## config.mk

```make
export PLATFORM = sky130hd
export DESIGN_NAME = sync_fifo_ext
export DESIGN_NICKNAME = d
export VERILOG_FILES = /design/src/rtl/fifo_pkg.sv /design/src/rtl/fifo_mem.sv /design/src/rtl/sync_fifo_ext.sv
export SDC_FILE = /design/constraint.sdc
export NUM_CORES = 1
export LEC_CHECK = 0
export BUFFER_PORTS_ARGS = -buffer_cell sky130_fd_sc_hd__buf_2
export CORE_MARGIN = 4
export CORE_UTILIZATION = 47
export CTS_BUF_LIST = sky130_fd_sc_hd__clkbuf_16
export DETAILED_ROUTE_END_ITERATION = 10
export GPL_ROUTABILITY_DRIVEN = 0
export PLACE_DENSITY_LB_ADDON = 0.15
export REMOVE_ABC_BUFFERS = 1
export SLEW_MARGIN = 25
export SYNTH_ARGS = -nofsm -noshare
export SYNTH_HDL_FRONTEND = slang
export SYNTH_SLANG_ARGS = --single-unit
```

## constraint.sdc

```tcl
create_clock -name clk -period 6.5 [get_ports clk]
set_clock_uncertainty 0.05 [all_clocks]
set_input_delay 0.325 -clock clk [delete_from_list [all_inputs] [get_ports clk]]
set_output_delay 0.325 -clock clk [all_outputs]
set_load 0.005 [all_outputs]
```

## src/rtl/fifo_pkg.sv

```systemverilog
// Shared helpers for the extended synchronous FIFO: width math and
// parameter legality checks evaluated at elaboration time.
package fifo_pkg;

  // Ceiling log2; clog2(1) = 0, clog2(8) = 3, clog2(9) = 4.
  function automatic int clog2(input int v);
    int r;
    r = 0;
    while ((1 << r) < v) r++;
    return r;
  endfunction

  // Pointer width: enough bits to index FIFO_DEPTH entries.
  function automatic int ptr_w(input int depth);
    return clog2(depth);
  endfunction

  // Count width: must represent 0..FIFO_DEPTH inclusive.
  function automatic int cnt_w(input int depth);
    return clog2(depth + 1);
  endfunction

  // Legal configuration: depth >= 2, AF in 1..depth, AE in 0..depth-1.
  function automatic bit params_ok(input int depth, input int af, input int ae);
    return (depth >= 2) && (af >= 1) && (af <= depth) && (ae >= 0) && (ae <= depth - 1);
  endfunction

endpackage

```

## src/rtl/fifo_mem.sv

```systemverilog
// FIFO storage: synchronous write port, asynchronous read port, no reset.
module fifo_mem #(
  parameter int DATA_WIDTH = 32,
  parameter int FIFO_DEPTH = 8,
  parameter int PW         = 3
) (
  input  logic                  clk,
  input  logic                  we,
  input  logic [PW-1:0]         waddr,
  input  logic [DATA_WIDTH-1:0] wdata,
  input  logic [PW-1:0]         raddr,
  output logic [DATA_WIDTH-1:0] rdata
);

  logic [DATA_WIDTH-1:0] mem [FIFO_DEPTH];

  // Write the accepted word at the write pointer.
  always_ff @(posedge clk) begin
    if (we) mem[waddr] <= wdata;
  end

  assign rdata = mem[raddr];

endmodule

```

## src/rtl/sync_fifo_ext.sv

```systemverilog
// Single-clock FIFO of arbitrary depth with fill count, programmable
// almost flags, sticky error flags and optional first-word-fall-through.
module sync_fifo_ext
  import fifo_pkg::*;
#(
  parameter int DATA_WIDTH = 32,
  parameter int FIFO_DEPTH = 8,
  parameter int AF_THRESH  = 6,
  parameter int AE_THRESH  = 2,
  parameter int FWFT       = 0
) (
  input  logic                                clk,
  input  logic                                rst,
  input  logic                                cs,
  input  logic                                wr_en,
  input  logic                                rd_en,
  input  logic [DATA_WIDTH-1:0]               data_in,
  input  logic                                clr_err,
  output logic [DATA_WIDTH-1:0]               data_out,
  output logic                                empty,
  output logic                                full,
  output logic                                almost_empty,
  output logic                                almost_full,
  output logic [clog2(FIFO_DEPTH+1)-1:0]      count,
  output logic                                overflow,
  output logic                                underflow
);

  localparam int PW = ptr_w(FIFO_DEPTH);
  localparam int CW = cnt_w(FIFO_DEPTH);
  localparam logic [PW-1:0] LAST = PW'(FIFO_DEPTH - 1);
  localparam logic [CW-1:0] DEPTH_C = CW'(FIFO_DEPTH);
  localparam logic [CW-1:0] AF_C = CW'(AF_THRESH);
  localparam logic [CW-1:0] AE_C = CW'(AE_THRESH);

  if (!params_ok(FIFO_DEPTH, AF_THRESH, AE_THRESH)) begin : g_param_err
    $error("sync_fifo_ext: illegal FIFO_DEPTH / AF_THRESH / AE_THRESH");
  end

  logic [PW-1:0]         wr_ptr, rd_ptr, wr_ptr_nxt, rd_ptr_nxt;
  logic [CW-1:0]         count_nxt;
  logic [DATA_WIDTH-1:0] rd_data;
  logic                  rd_acc, wr_acc;
  logic                  ov_set, uf_set;

  // A pop frees a slot in the same cycle, so a full FIFO still takes a write
  // alongside a read; an empty FIFO never serves a read, even with a write.
  assign rd_acc = cs & rd_en & ~empty;
  assign wr_acc = cs & wr_en & (~full | rd_acc);
  assign ov_set = cs & wr_en & ~wr_acc;
  assign uf_set = cs & rd_en & ~rd_acc;

  // Next-state pointers and count; wrap is explicit so any depth works.
  always_comb begin
    wr_ptr_nxt = wr_ptr;
    rd_ptr_nxt = rd_ptr;
    count_nxt  = count;
    if (wr_acc) wr_ptr_nxt = (wr_ptr == LAST) ? '0 : wr_ptr + PW'(1);
    if (rd_acc) rd_ptr_nxt = (rd_ptr == LAST) ? '0 : rd_ptr + PW'(1);
    case ({wr_acc, rd_acc})
      2'b10:   count_nxt = count + CW'(1);
      2'b01:   count_nxt = count - CW'(1);
      default: count_nxt = count;
    endcase
  end

  // Pointers, count and status flags, all registered from next-state count.
  always_ff @(posedge clk or posedge rst) begin
    if (rst) begin
      wr_ptr       <= '0;
      rd_ptr       <= '0;
      count        <= '0;
      empty        <= 1'b1;
      full         <= 1'b0;
      almost_empty <= 1'b1;
      almost_full  <= 1'b0;
    end else begin
      wr_ptr       <= wr_ptr_nxt;
      rd_ptr       <= rd_ptr_nxt;
      count        <= count_nxt;
      empty        <= (count_nxt == '0);
      full         <= (count_nxt == DEPTH_C);
      almost_empty <= (count_nxt <= AE_C);
      almost_full  <= (count_nxt >= AF_C);
    end
  end

  // Sticky error flags; a new error in the clear cycle keeps the flag set.
  always_ff @(posedge clk or posedge rst) begin
    if (rst) begin
      overflow  <= 1'b0;
      underflow <= 1'b0;
    end else begin
      if (ov_set)       overflow <= 1'b1;
      else if (clr_err) overflow <= 1'b0;
      if (uf_set)       underflow <= 1'b1;
      else if (clr_err) underflow <= 1'b0;
    end
  end

  fifo_mem #(
    .DATA_WIDTH (DATA_WIDTH),
    .FIFO_DEPTH (FIFO_DEPTH),
    .PW         (PW)
  ) u_mem (
    .clk   (clk),
    .we    (wr_acc),
    .waddr (wr_ptr),
    .wdata (data_in),
    .raddr (rd_ptr),
    .rdata (rd_data)
  );

  if (FWFT != 0) begin : g_fwft
    // Head entry is always presented; zero while nothing is held.
    assign data_out = empty ? '0 : rd_data;
  end else begin : g_std
    logic [DATA_WIDTH-1:0] dout_q;
    // Capture the head entry on an accepted read, hold otherwise.
    always_ff @(posedge clk or posedge rst) begin
      if (rst)         dout_q <= '0;
      else if (rd_acc) dout_q <= rd_data;
    end
    assign data_out = dout_q;
  end

endmodule

```

==> Word-level counts from Yosys, hierarchy flattened <==
Memory sizes are Yosys's and may differ from the RTL's. A register that Yosys moved wholly into a read port is not among the register bits.
Index checks and enable logic that the tools add are counted.
{ "op_classes": {"bitwise_logic": 11, "magnitude_cmp": 2, "n_mux": 8, "n_addsub": 4, "reduce_logical": 3, "n_eq_ne": 5} }
{ "ops": {"columns": ["op", "count"], "rows": [
  ["4-bit one-hot mux with 2 select lines", 1],
  ["3-bit by 1-bit adder with 3-bit output, second input constant", 2],
  ["1-bit AND", 6],
  ["3-bit == test, second input constant", 2],
  ["3-bit 2-to-1 mux", 2],
  ["1-bit 2-to-1 mux", 5],
  ["4-bit by 1-bit adder with 4-bit output, second input constant", 1],
  ["4-bit == test, second input constant", 1],
  ["4-bit by 3-bit >= comparator with 1-bit output, second input constant", 1],
  ["4-bit by 2-bit <= comparator with 1-bit output, second input constant", 1],
  ["4-bit logical NOT", 1],
  ["1-bit NOT", 4],
  ["2-bit nonzero test", 2],
  ["4-bit by 1-bit subtractor with 4-bit output, second input constant", 1],
  ["2-bit by 1-bit == test with 1-bit output, second input constant", 1],
  ["2-bit == test, second input constant", 1],
  ["1-bit bitwise OR", 1]
]} }
{ "totals": {"mem_bits_rw": 256, "mem_count": 1, "ff_bits": 16, "output_inout_bits": 42} }
{ "mem_list": {"columns": ["memory", "depth", "width", "rd", "rd_clocked_by_memory_dff", "wr", "line", "source"], "rows": [
  ["u_mem.mem", 8, 32, 1, 1, 1, "fifo_mem.sv:15", "logic [DATA_WIDTH-1:0] mem [FIFO_DEPTH];"]
]} }

==> Logic depth before layout (Yosys ltp) <==
Gate-level depths: netlist of run 1.
{ "depth": {"ltp_word": 7, "mapped_depth": 10} }

==> By module <==
A second synthesis of run 1 with hierarchy kept.
{ "unflattened": {"cells_unflattened": 610, "area_unflattened_um2": 11947.7} }
{ "modules_own_cells": {"columns": ["module", "cells_per_inst", "seq_area_each_um2", "instances", "area_per_inst_um2"], "rows": [
  ["fifo_mem", 383, 7687.4, 1, 9825.7],
  ["sync_fifo_ext", 227, 1203.7, 1, 2122.0]
]} }

==> Least setup slack after synthesis of run 1 <==
OpenSTA, ideal clock, no wires.
{ "synth_timing": {"kind": "reg-to-reg", "from": "register empty", "to": "memory u_mem.mem[4][0] (enable)", "period_less_slack_ps": 3893, "required_ps": 5982, "t_arrival_ps": 3375, "stages_incl_launch_ff": 5, "n_path_buf": 0, "setup_ps": 468, "slack_ps": 2607, "path_cell_list": "dfstp_2 nand2b_1 a21oi_1 nand2b_1 nor3b_1"} }
{ "synth_between": {"elab_chain_cells": 6} }
{ "synth_rtl": {"columns": ["element", "line", "source"], "rows": [
  ["from (decl)", "sync_fifo_ext.sv:20", "output logic empty,"],
  ["from (signal assigned)", "sync_fifo_ext.sv:81", "empty <= (count_nxt == '0);"],
  ["1-bit NOT", "sync_fifo_ext.sv:48", "assign rd_acc = cs & rd_en & ~empty;"],
  ["1-bit AND", "sync_fifo_ext.sv:48", null],
  ["1-bit bitwise OR", "sync_fifo_ext.sv:49", "assign wr_acc = cs & wr_en & (~full | rd_acc);"],
  ["1-bit AND", "sync_fifo_ext.sv:49", null],
  ["1-bit 2-to-1 mux", "fifo_mem.sv:19", "if (we) mem[waddr] <= wdata;"],
  ["1-bit 2-to-1 mux (implied by the code)", "fifo_mem.sv:19", null],
  ["to (decl)", "fifo_mem.sv:15", null]
]} }
Every way passes these cells.

==> Worst setup path after layout of run 1 <==
{ "layout_timing": {"from": "register empty", "to": "register almost_full"} }
{ "layout_between": {"elab_chain_cells": 7, "word_cells_on_any_way": 8, "classes_between": "order compare: 1; eq/ne: 2; mux: 1; bitwise: 4"} }
{ "layout_rtl": {"columns": ["element", "line", "source"], "rows": [
  ["1-bit NOT *", "sync_fifo_ext.sv:48", null],
  ["1-bit AND *", "sync_fifo_ext.sv:48", null],
  ["net rd_acc", "sync_fifo_ext.sv:43", "logic rd_acc, wr_acc;"],
  ["1-bit bitwise OR", "sync_fifo_ext.sv:49", null],
  ["1-bit AND", "sync_fifo_ext.sv:49", null],
  ["2-bit by 1-bit == test with 1-bit output or 2-bit == test (tied branches)", "sync_fifo_ext.sv:60", "case ({wr_acc, rd_acc})"],
  ["4-bit one-hot mux with 2 select lines *", "sync_fifo_ext.sv:60", null],
  ["net count_nxt[2]", "sync_fifo_ext.sv:41", "logic [CW-1:0] count_nxt;"],
  ["4-bit by 3-bit >= comparator with 1-bit output *", "sync_fifo_ext.sv:84", "almost_full <= (count_nxt >= AF_C);"],
  ["to (signal assigned)", "sync_fifo_ext.sv:84", null],
  ["to (decl)", "sync_fifo_ext.sv:23", "output logic almost_full,"]
]} }
Mark *: on every way through the listed nets, which the timed path passes. The rest lies on a longest branch.
A chain may end at the register's enable or synchronous reset.

==> results of run 1 <==
## repair_timing
action | CTS | global route
gates resized for setup | 0 | 0
hold endpoints to repair | 296 | 0
hold buffers | 36 | 0
## flip-flops by register name, indices dropped and copies added (netlist names), 3 cells and up
signal     cells
u_mem.mem    256
data_out      32
count          4
rd_ptr         3
wr_ptr         3
## worst max-delay path by stage
stage / startpoint / slack [ns] / cells past startpoint / end
after floorplan: empty$_DFF_PP1_ / 2.61 / 4 / u_mem.mem[4][0]$_DFFE_PP_
after global placement: empty$_DFF_PP1_ / 3.35 / 10 / almost_full$_DFF_PP0_
after detailed placement: empty$_DFF_PP1_ / 3.29 / 10 / almost_full$_DFF_PP0_
after CTS: empty$_DFF_PP1_ / 3.26 / 10 / almost_full$_DFF_PP0_
after global routing: empty$_DFF_PP1_ / 2.99 / 10 / almost_full$_DFF_PP0_
final: empty$_DFF_PP1_ / 3.27 / 10 / almost_full$_DFF_PP0_
## Yosys cell counts
library cell    n
a2111o_1        1
a2111oi_0       2
a2111oi_2       1
a211oi_1        3
a211oi_2        1
a21o_1          3
a21oi_1         3
a221o_1         1
a311oi_1        1
and3b_2         1
buf_1           6
buf_2           6
buf_4           4
clkbuf_1       12
clkbuf_2        1
dfrtp_1        46
dfstp_2         2
edfxtp_1      256
ha_1            7
inv_1           7
mux2_2          2
mux2i_1        33
mux4_2         64
nand2_1        44
nand2b_1        4
nand3_1         2
nand3b_1        2
nand4_1         2
nand4b_1        2
nor2_1          4
nor2b_1         3
nor3_1          5
nor3b_1         4
o211a_1         1
o211a_2         1
o21a_1          1
o21ai_0        37
or2b_1          1
or3_1           1
or3b_1          1
xnor2_1         2
xor2_1          1
## cell type report
class                           count  area [sq um]  share of cell area
Inverter                            7          26.3             0.00191
Tap cell                          324           405              0.0294
Sequential cell                   304          8900               0.646
Multi-Input combinational cell    241          2670               0.194
Clock inverter                     23           100             0.00727
Timing Repair Buffer              134           898              0.0652
Clock buffer                       31           776              0.0563
## kinds of logic after synthesis
kind of cell / count (synthesis)
buf+inv: 36
xor+xnor: 3
fa+ha+maj: 7
flops: 304
mux: 99
compound gates: 56
simple gates: 76
## power by group
part	leakage, nW	internal (mW)	switching [mW]
Clock	0.462	0.853	0.679
Combinational	1.48	0.671	0.615
Sequential	2.90	2.38	0.228
Total	4.84	3.90	1.52
## per-stage QoR
| stage | instance area (sq um) | setup slack (ns) | util |
|---|---|---|---|
| final | 13800 | 3.27 | 0.565 |
| after global routing | 13800 | 2.99 | 0.565 |
| after CTS | 13800 | 3.26 | 0.565 |
| after detailed placement | 12500 | 3.29 | 0.514 |
| after global placement | 12500 | 3.35 | 0.514 |
| after floorplan | 11500 | 2.61 | - |
## layer usage
layer / GRT usage / vias up
met3: 0.0266 / 26
met4: 0.0416 / 0
met1: 0.242 / 3009
met2: 0.290 / 117
li1: - / 2616
met5: 0 / -
==> results.json, run 1 <==
{
  "worstHoldStart": "data_in[27]",
  "totalPowerFinal_mw": 5.42,
  "leakage_nw": 4.84,
  "worst_setup_path_start_kind": "flip-flop",
  "fin_cells": 1064,
  "dp_hpwl_um": 12900,
  "htree_num_levels": 1,
  "synth_xor_area_frac": 0.00225,
  "powerDensity_nw_per_um2": 394,
  "critPathTopFamily": "buffers and inverters",
  "setup-tns-final_ns": 0,
  "fin_crit_sh": 0.497,
  "initial_core_util": 0.479,
  "rsz0062_at_grt": "false",
  "max_freq_mhz": 309,
  "first_iter_violations": 408,
  "dr.pass1.iters": 4,
  "synth_top_area_share": 0.659,
  "cts_buffers": 30,
  "ys_seq_elements": 304,
  "die_w_um": 166,
  "die_h_um": 166,
  "worstReg2RegEnd": "almost_full$_DFF_PP0_",
  "root_buffer": "clkbuf_16",
  "via_count": 5768,
  "r2r_slack_ns": 3.27,
  "postRouteAntennaNets": 0,
  "muxShareOfSynthArea": 0.154,
  "wl_met1_um": 10200,
  "grt_pass1_wl_um": 35600,
  "tightest_slew_ns": 0.912,
  "cp.arrival_ns": 3.61,
  "wl_per_cell_um": 21.7,
  "crit_type": "flip-flop to flip-flop",
  "yosys.area_share.simple": 0.0314,
  "highest_layer": "met4",
  "dp_cells": 974,
  "finalWirelength_um": 23100,
  "cp_common_cell": "ha_1",
  "grt_max_degree": 72,
  "coreArea_sq_um": 24400,
  "synth.largest_area_cell": "edfxtp_1",
  "rows": 57,
  "final_cell_mix": "edfxtp_1 (256), buf_2 (79), mux4_2 (64)",
  "ys_seq_area_frac": 0.762,
  "num_antenna_cells": 0,
  "vdd_drop_max_uv": 257,
  "synth-adder-area-share": 0.00750,
  "ff2ff_path_depth": 10,
  "hold_viol": 0,
  "crit_buf_inv": 2,
  "final_common_cell": "edfxtp_1",
  "wl_met3_um": 1030,
  "path_cells": "nand3b_1 -> buf_4 -> inv_1 -> ha_1 -> xor2_1 -> ha_1 -> a21oi_1 -> mux2i_1 -> xnor2_1 -> a221o_1",
  "hold_end": "u_mem.mem[4][27]$_DFFE_PP_",
  "required_ns": 6.87,
  "cp_slowest_cell": "buf_4",
  "yosys_warnings": 0,
  "nets": 763,
  "wl_met2_um": 11500,
  "hold_slack_ns": 0.0379,
  "synthCells": 581,
  "drc": 0,
  "drv_slew": 0,
  "yosysUniqueCellTypes": 42,
  "area_growth_pct": 18.0,
  "avgSynthCellArea_sq_um": 20.1,
  "setup_violations": 0,
  "first_global_vias": 6158,
  "status": "completed",
  "period_minus_slack_ns": 3.23,
  "cp_max_fo": 71,
  "antenna_found_initial": 0,
  "ys_top_cells_by_area": "edfxtp_1 (66%), mux4_2 (12%), dfrtp_1 (9.9%)",
  "overflow": 0,
  "synth_top_family_by_area": "multiplexers",
  "clock_latency_ns": 0.54,
  "io_pins": 80,
  "endpoint_kind": "flip-flop",
  "post_drt_via_cell_ratio": 5.42,
  "cts_tree": "yes",
  "holdPathStages": 1,
  "grt_usage": 0.173,
  "max_cap_viol_count": 0,
  "hold_path_class": "input port to flip-flop",
  "clkSinkCount": 304,
  "cts.clk_slew.worst_paths_ns": 0.06,
  "dieArea_sq_um": 27400,
  "cts.path.max_buffers": 3,
  "relSlewSlack": 0.392,
  "syn-cell-area_sq_um": 11700,
  "fillCellCount": 1922,
  "synth-compound-area-share": 0.0298,
  "portBuffers": 79,
  "r2r_start": "empty$_DFF_PP1_",
  "post_cts_buffers": 0,
  "layout-drive-gt1-share": 0.300,
  "cpPeakStageDelay_ns": 0.59
}
Power figures use the tool's default switching activity.
==> run 2, diff against run 1 <==
==> constraint.sdc (replaced) <==
create_clock -name clk -period 3.2 [get_ports clk]
set_clock_uncertainty 0.05 [all_clocks]
set_input_delay 0.16 -clock clk [delete_from_list [all_inputs] [get_ports clk]]
set_output_delay 0.16 -clock clk [all_outputs]
set_load 0.005 [all_outputs]
==> run 2 against run 1 <==
Effect of this change:
- fmax increased by 12%
- critical endpoint unchanged
- design area grew 2.3%
- die area unchanged
- via count up 2.4%
- count of clock-buffer cells in the layout up 4
==> results.json, run 2 (synthesis results as in run 1) <==
{
  "status": "completed",
  "via_count": 5908,
  "cts.path.max_buffers": 3,
  "first_iter_violations": 404,
  "layout.area.seq_sq_um": 8900,
  "grt_usage": 0.177,
  "cts_buffers": 34,
  "root_buffer": "clkbuf_16",
  "first_global_vias": 6260,
  "finalWirelength_um": 23100,
  "leakage_nw": 4.99,
  "drc": 0,
  "htree_num_levels": 2,
  "endpoint_kind": "flip-flop",
  "cpPeakStageDelay_ns": 0.43,
  "cts.clk_slew.worst_paths_ns": 0.06,
  "cp.arrival_ns": 3.20,
  "vdd_drop_max_uv": 496,
  "worst_setup_path_start_kind": "flip-flop",
  "setup-tns-final_ns": 0,
  "clock_latency_ns": 0.50,
  "rows": 57,
  "dp_cells": 980,
  "fin_cells": 1079,
  "nets": 774,
  "final_cell_mix": "edfxtp_1 (256), buf_2 (79), mux4_2 (64)",
  "cp_max_fo": 8,
  "clkSinkCount": 304,
  "fillCellCount": 1880,
  "hold_path_class": "input port to flip-flop",
  "utilization": 0.577,
  "area_growth_pct": 20.6,
  "dieArea_sq_um": 27400,
  "portBuffers": 79,
  "hold_viol": 0,
  "max_freq_mhz": 348,
  "post_drt_via_cell_ratio": 5.48,
  "period_minus_slack_ns": 2.88,
  "coreArea_sq_um": 24400,
  "io_pins": 80,
  "crit_type": "flip-flop to flip-flop",
  "die_h_um": 166,
  "fin_crit_sh": 0.899,
  "wl_per_cell_um": 21.4,
  "largest-register": "u_mem.mem",
  "dr.pass1.iters": 5,
  "postRouteAntennaNets": 0,
  "required_ns": 3.53,
  "tightest_slew_ns": 0.696,
  "initial_core_util": 0.479,
  "dp_hpwl_um": 13600,
  "r2r_slack_ns": 0.32,
  "cts_tree": "yes",
  "post_cts_resized": 0,
  "largest_reg_flops": 256,
  "multiInputGateArea_sq_um": 2670,
  "layout-drive-gt1-share": 0.314,
  "grt_max_degree": 71,
  "grt_pass1_wl_um": 36400,
  "relSlewSlack": 0.536,
  "antenna_found_initial": 1,
  "overflow": 0,
  "die_w_um": 166,
  "drv_slew": 0,
  "path_cells": "nand2b_1 -> a21oi_1 -> inv_1 -> ha_1 -> xor2_1 -> ha_1 -> a21oi_1 -> mux2i_1 -> xnor2_1 -> a221o_1",
  "powerDensity_nw_per_um2": 837,
  "max_cap_viol_count": 0,
  "final_common_cell": "edfxtp_1",
  "setup_violations": 0,
  "rsz0062_at_grt": "false",
  "cp_slowest_cell": "a21oi_1"
}
-- run 2: cell count changes in the layout (fill, tap and decap cells not counted), sizes merged --
cell / delta
diode: +1
buf: +6
dlygate4sd3: +1
bufinv: +4
clkbuf: +4
clkinv: -3
inv: +2
-- run 2: repair_timing --
action                                 in CTS  in global routing
endpoints found under the hold margin     304                  0
hold buffers                               37                  0
buffers inserted                            0                  0
-- run 2: final cells by class --
type,instances,area share
diodes,1,0.000178
multi-input cells,241,0.189
inverters,7,0.00187
clock inverters,26,0.0162
flip-flops and latches,304,0.632
repair buffers,141,0.0695
well taps,324,0.0288
clock buffers,35,0.0622
-- run 2: per-layer routing --
layer	global-route usage	part of all wire
met5	0	0
met4	0.0457	0.020
met3	0.0308	0.050
met2	0.288	0.49
met1	0.251	0.44
-- run 2: where the power goes --
group / total, mW / switching, mW / internal (mW)
clock network: 3.80 / 1.49 / 2.31
registers: 5.24 / 0.411 / 4.83
logic: 2.75 / 1.33 / 1.42
-- run 2: per-stage QoR --
| stage | total power [mW] | area, sq um | hold slack [ns] | setup slack, ns |
|---|---|---|---|---|
| after CTS | 12.0 | 14100 | 0.0530 | 0.316 |
| after floorplan | 7.13 | 11500 | 0.209 | -0.693 |
| after global placement | 8.01 | 12600 | 0.176 | 0.478 |
| after global routing | 12.4 | 14100 | 0.117 | 0.102 |
| final | 11.8 | 14100 | 0.0695 | 0.323 |
| after detailed placement | 8.11 | 12600 | 0.179 | 0.326 |
-- run 2: critical path: cells and delay by family (launching register included) --
family | cells | cell delay (ns)
AOI/OAI and AO/OA | 3 | 0.90
buffers and inverters | 1 | 0.18
muxes | 1 | 0.23
adders and majority gates | 2 | 0.50
DFF | 1 | 0.38
xor gates and xnor gates | 2 | 0.38
and+or+nand+nor | 1 | 0.15
-- run 2: worst paths after layout --
kind,startpoint,to,cells past startpoint
min in group asynchronous,rst,data_out[11]$_DFFE_PP0P_,4
worst max-delay path,empty$_DFF_PP1_,almost_full$_DFF_PP0_,10
worst max register to register,empty$_DFF_PP1_,almost_full$_DFF_PP0_,10
max in group asynchronous,rst,rd_ptr[0]$_DFFE_PP0P_,4
worst min-delay path,wr_en,wr_ptr[1]$_DFFE_PP0P_,5
worst min register to register,data_out[20]$_DFFE_PP0P_,data_out[20]$_DFFE_PP0P_,2
==> run 3, diff against run 2 <==
==> constraint.sdc (replaced) <==
create_clock -name clk -period 3.2 [get_ports clk]
set_clock_uncertainty 0.05 [all_clocks]
set_input_delay 0.32 -clock clk [delete_from_list [all_inputs] [get_ports clk]]
set_output_delay 0.32 -clock clk [all_outputs]
set_load 0.005 [all_outputs]
==> run 3 against run 2 <==
Effect of this change:
- first-iteration DRC count is 2.5% lower
- flip-flop and latch count did not move
- count of clock-buffer cells in the layout fell by 4
- combinational power is 2% lower
- die area unchanged
- global-route usage decreased by 0.21 points
- hold slack lost 0.051 ns
- critical path type unchanged
==> results.json, run 3 (synthesis results as in run 1) <==
{
  "wl_met1_um": 10000,
  "pwr-share-comb": 0.242,
  "crit_type": "flip-flop to flip-flop",
  "period_minus_slack_ns": 2.82,
  "dieArea_sq_um": 27400,
  "via_count": 5846,
  "setup_ws_ns": 0.380,
  "vdd_drop_max_uv": 508,
  "die_h_um": 166,
  "layout-drive-gt1-share": 0.304,
  "portBuffers": 79,
  "final_common_cell": "edfxtp_1",
  "r2r_slack_ns": 0.38,
  "endpoint": "almost_full$_DFF_PP0_",
  "cp_slowest_cell": "dfstp_2",
  "grt_usage": 0.175,
  "endpoint_kind": "flip-flop",
  "nets": 764,
  "wl_met3_um": 978,
  "cp_max_fo": 8,
  "tightest_slew_ns": 0.797,
  "fin_crit_sh": 0.881,
  "io_pins": 80,
  "final_cell_mix": "edfxtp_1 (256), buf_2 (79), mux4_2 (64)",
  "postRouteAntennaNets": 0,
  "rsz0062_at_grt": "false",
  "overflow": 0,
  "initial_core_util": 0.479,
  "worst_setup_path_start_kind": "flip-flop",
  "totalPowerFinal_mw": 11.2,
  "grt_pass1_wl_um": 36100,
  "required_ns": 3.58,
  "die_w_um": 166,
  "cts.path.max_buffers": 3,
  "drc": 0,
  "coreArea_sq_um": 24400,
  "relSlewSlack": 0.468,
  "place_area_sq_um": 12600,
  "wl_met2_um": 11700,
  "clkSinkCount": 304,
  "power_switching_mw": 3.11,
  "largest-register": "u_mem.mem",
  "htree_num_levels": 1,
  "drv_slew": 0,
  "max_freq_mhz": 355,
  "r2r_start": "empty$_DFF_PP1_",
  "hold_path_class": "input port to flip-flop",
  "rows": 57,
  "largest_reg_flops": 256,
  "multiInputGateArea_sq_um": 2670,
  "status": "completed",
  "crit_buf_inv": 1,
  "fillCellCount": 1894,
  "critPathTopFamily": "compound AO/OA/AOI/OAI gates",
  "cpPeakStageDelay_ns": 0.38,
  "layout.area.seq_sq_um": 8900,
  "clkPwrFrac": 0.286,
  "worstReg2RegEnd": "almost_full$_DFF_PP0_",
  "hold_viol": 0,
  "grt_max_degree": 71,
  "seq_power_share": 0.472,
  "dp_hpwl_um": 13300,
  "wl_per_cell_um": 21.7,
  "intPower_mw": 8.07,
  "cts.clk_slew.worst_paths_ns": 0.06,
  "critPathLaunch": "empty$_DFF_PP1_",
  "post_drt_via_cell_ratio": 5.48,
  "area_growth_pct": 18.4,
  "antenna_found_initial": 0,
  "ff2ff_path_depth": 10,
  "dr.pass1.iters": 4,
  "dp_slack_ns": 0.380,
  "path_cells": "nand2b_1 -> a21oi_1 -> inv_1 -> ha_1 -> xor2_1 -> ha_1 -> a21oi_1 -> mux2i_1 -> xnor2_1 -> a221o_1",
  "post_cts_buffers": 0,
  "final_cell_area_sq_um": 13800,
  "max_cap_viol_count": 0,
  "powerDensity_nw_per_um2": 809,
  "num_antenna_cells": 0,
  "cts_buffers": 31,
  "setup_violations": 0,
  "first_global_vias": 6218,
  "highest_layer": "met4",
  "leakage_nw": 4.89,
  "cp.arrival_ns": 3.20,
  "switching_share": 0.278,
  "root_buffer": "clkbuf_16",
  "finalWirelength_um": 23200,
  "cts_tree": "yes",
  "first_iter_violations": 394,
  "clock_latency_ns": 0.55,
  "critical_path_depth": 10
}
[run 3: cell count changes in the layout (fill, tap and decap cells not counted), sizes merged]
cell | previous run | this run
dlygate4sd3 | 37 | 30
bufinv | 4 | 1
clkinvlp | 1 | 0
inv | 16 | 17
clkbuf | 35 | 31
clkinv | 12 | 15
diode | 1 | 0
[run 3: timing repair]
action,4_1_cts,5_1_grt
hold endpoints to repair,242,0
resized for setup,0,0
hold buffers,30,0
[run 3: layout make-up]
type                       instances  share of cell area
clock buffer                      31              0.0561
timing repair buffer             134              0.0666
clock inverter                    26             0.00950
tap                              324              0.0293
multi-input combinational        241               0.193
sequential                       304               0.644
inverter                           7             0.00199
[run 3: how the worst min path moves through the flow]
stage                                        start                          to  slack, ns  cells after the start
after floorplan                         data_in[0]   u_mem.mem[0][0]$_DFFE_PP_       0.37                      0
after global routing                   data_in[31]  u_mem.mem[2][31]$_DFFE_PP_      0.004                      1
after CTS                              data_in[31]  u_mem.mem[2][31]$_DFFE_PP_      0.002                      1
final                                  data_in[31]  u_mem.mem[2][31]$_DFFE_PP_       0.02                      1
after global placement    data_out[20]$_DFFE_PP0P_    data_out[20]$_DFFE_PP0P_       0.41                      2
after detailed placement   data_out[2]$_DFFE_PP0P_     data_out[2]$_DFFE_PP0P_       0.42                      2
[run 3: power groups by stage]
stage / clock [mW] / combinational, mW / sequential (mW)
after floorplan: 0 / 1.65 / 5.48
after detailed placement: 0 / 2.73 / 5.38
after global placement: 0 / 2.68 / 5.34
after CTS: 3.29 / 2.78 / 5.30
final: 3.20 / 2.70 / 5.28
after global routing: 3.46 / 2.99 / 5.37
[run 3: per-stage QoR]
step / util / cells / TNS [ns] / hold slack, ns
2_1_floorplan: - / 552 / -134.19 / 0.369
3_5_place_dp: 0.517 / 980 / 0 / 0.415
6_report: 0.567 / 1067 / 0 / 0.0186
3_3_place_gp: 0.517 / 980 / 0 / 0.407
4_1_cts: 0.567 / 1067 / 0 / 0.00193
5_1_grt: 0.567 / 1067 / 0 / 0.00422
[run 3: routing by layer]
metal | up-vias | GRT usage
li1 | 2625 | -
met1 | 3043 | 0.239
met2 | 137 | 0.298
met3 | 41 | 0.0263
met4 | 0 | 0.0431
met5 | - | 0
[run 3: worst register-to-register path: cells and delay by family (launching register included)]
kind            cells  cell delay [ns]
simple gates        1             0.13
compound gates      3             0.83
fa+ha+maj           2             0.49
buf+inv             1             0.16
xor+xnor            2             0.38
mux                 1             0.29
flops               1             0.38
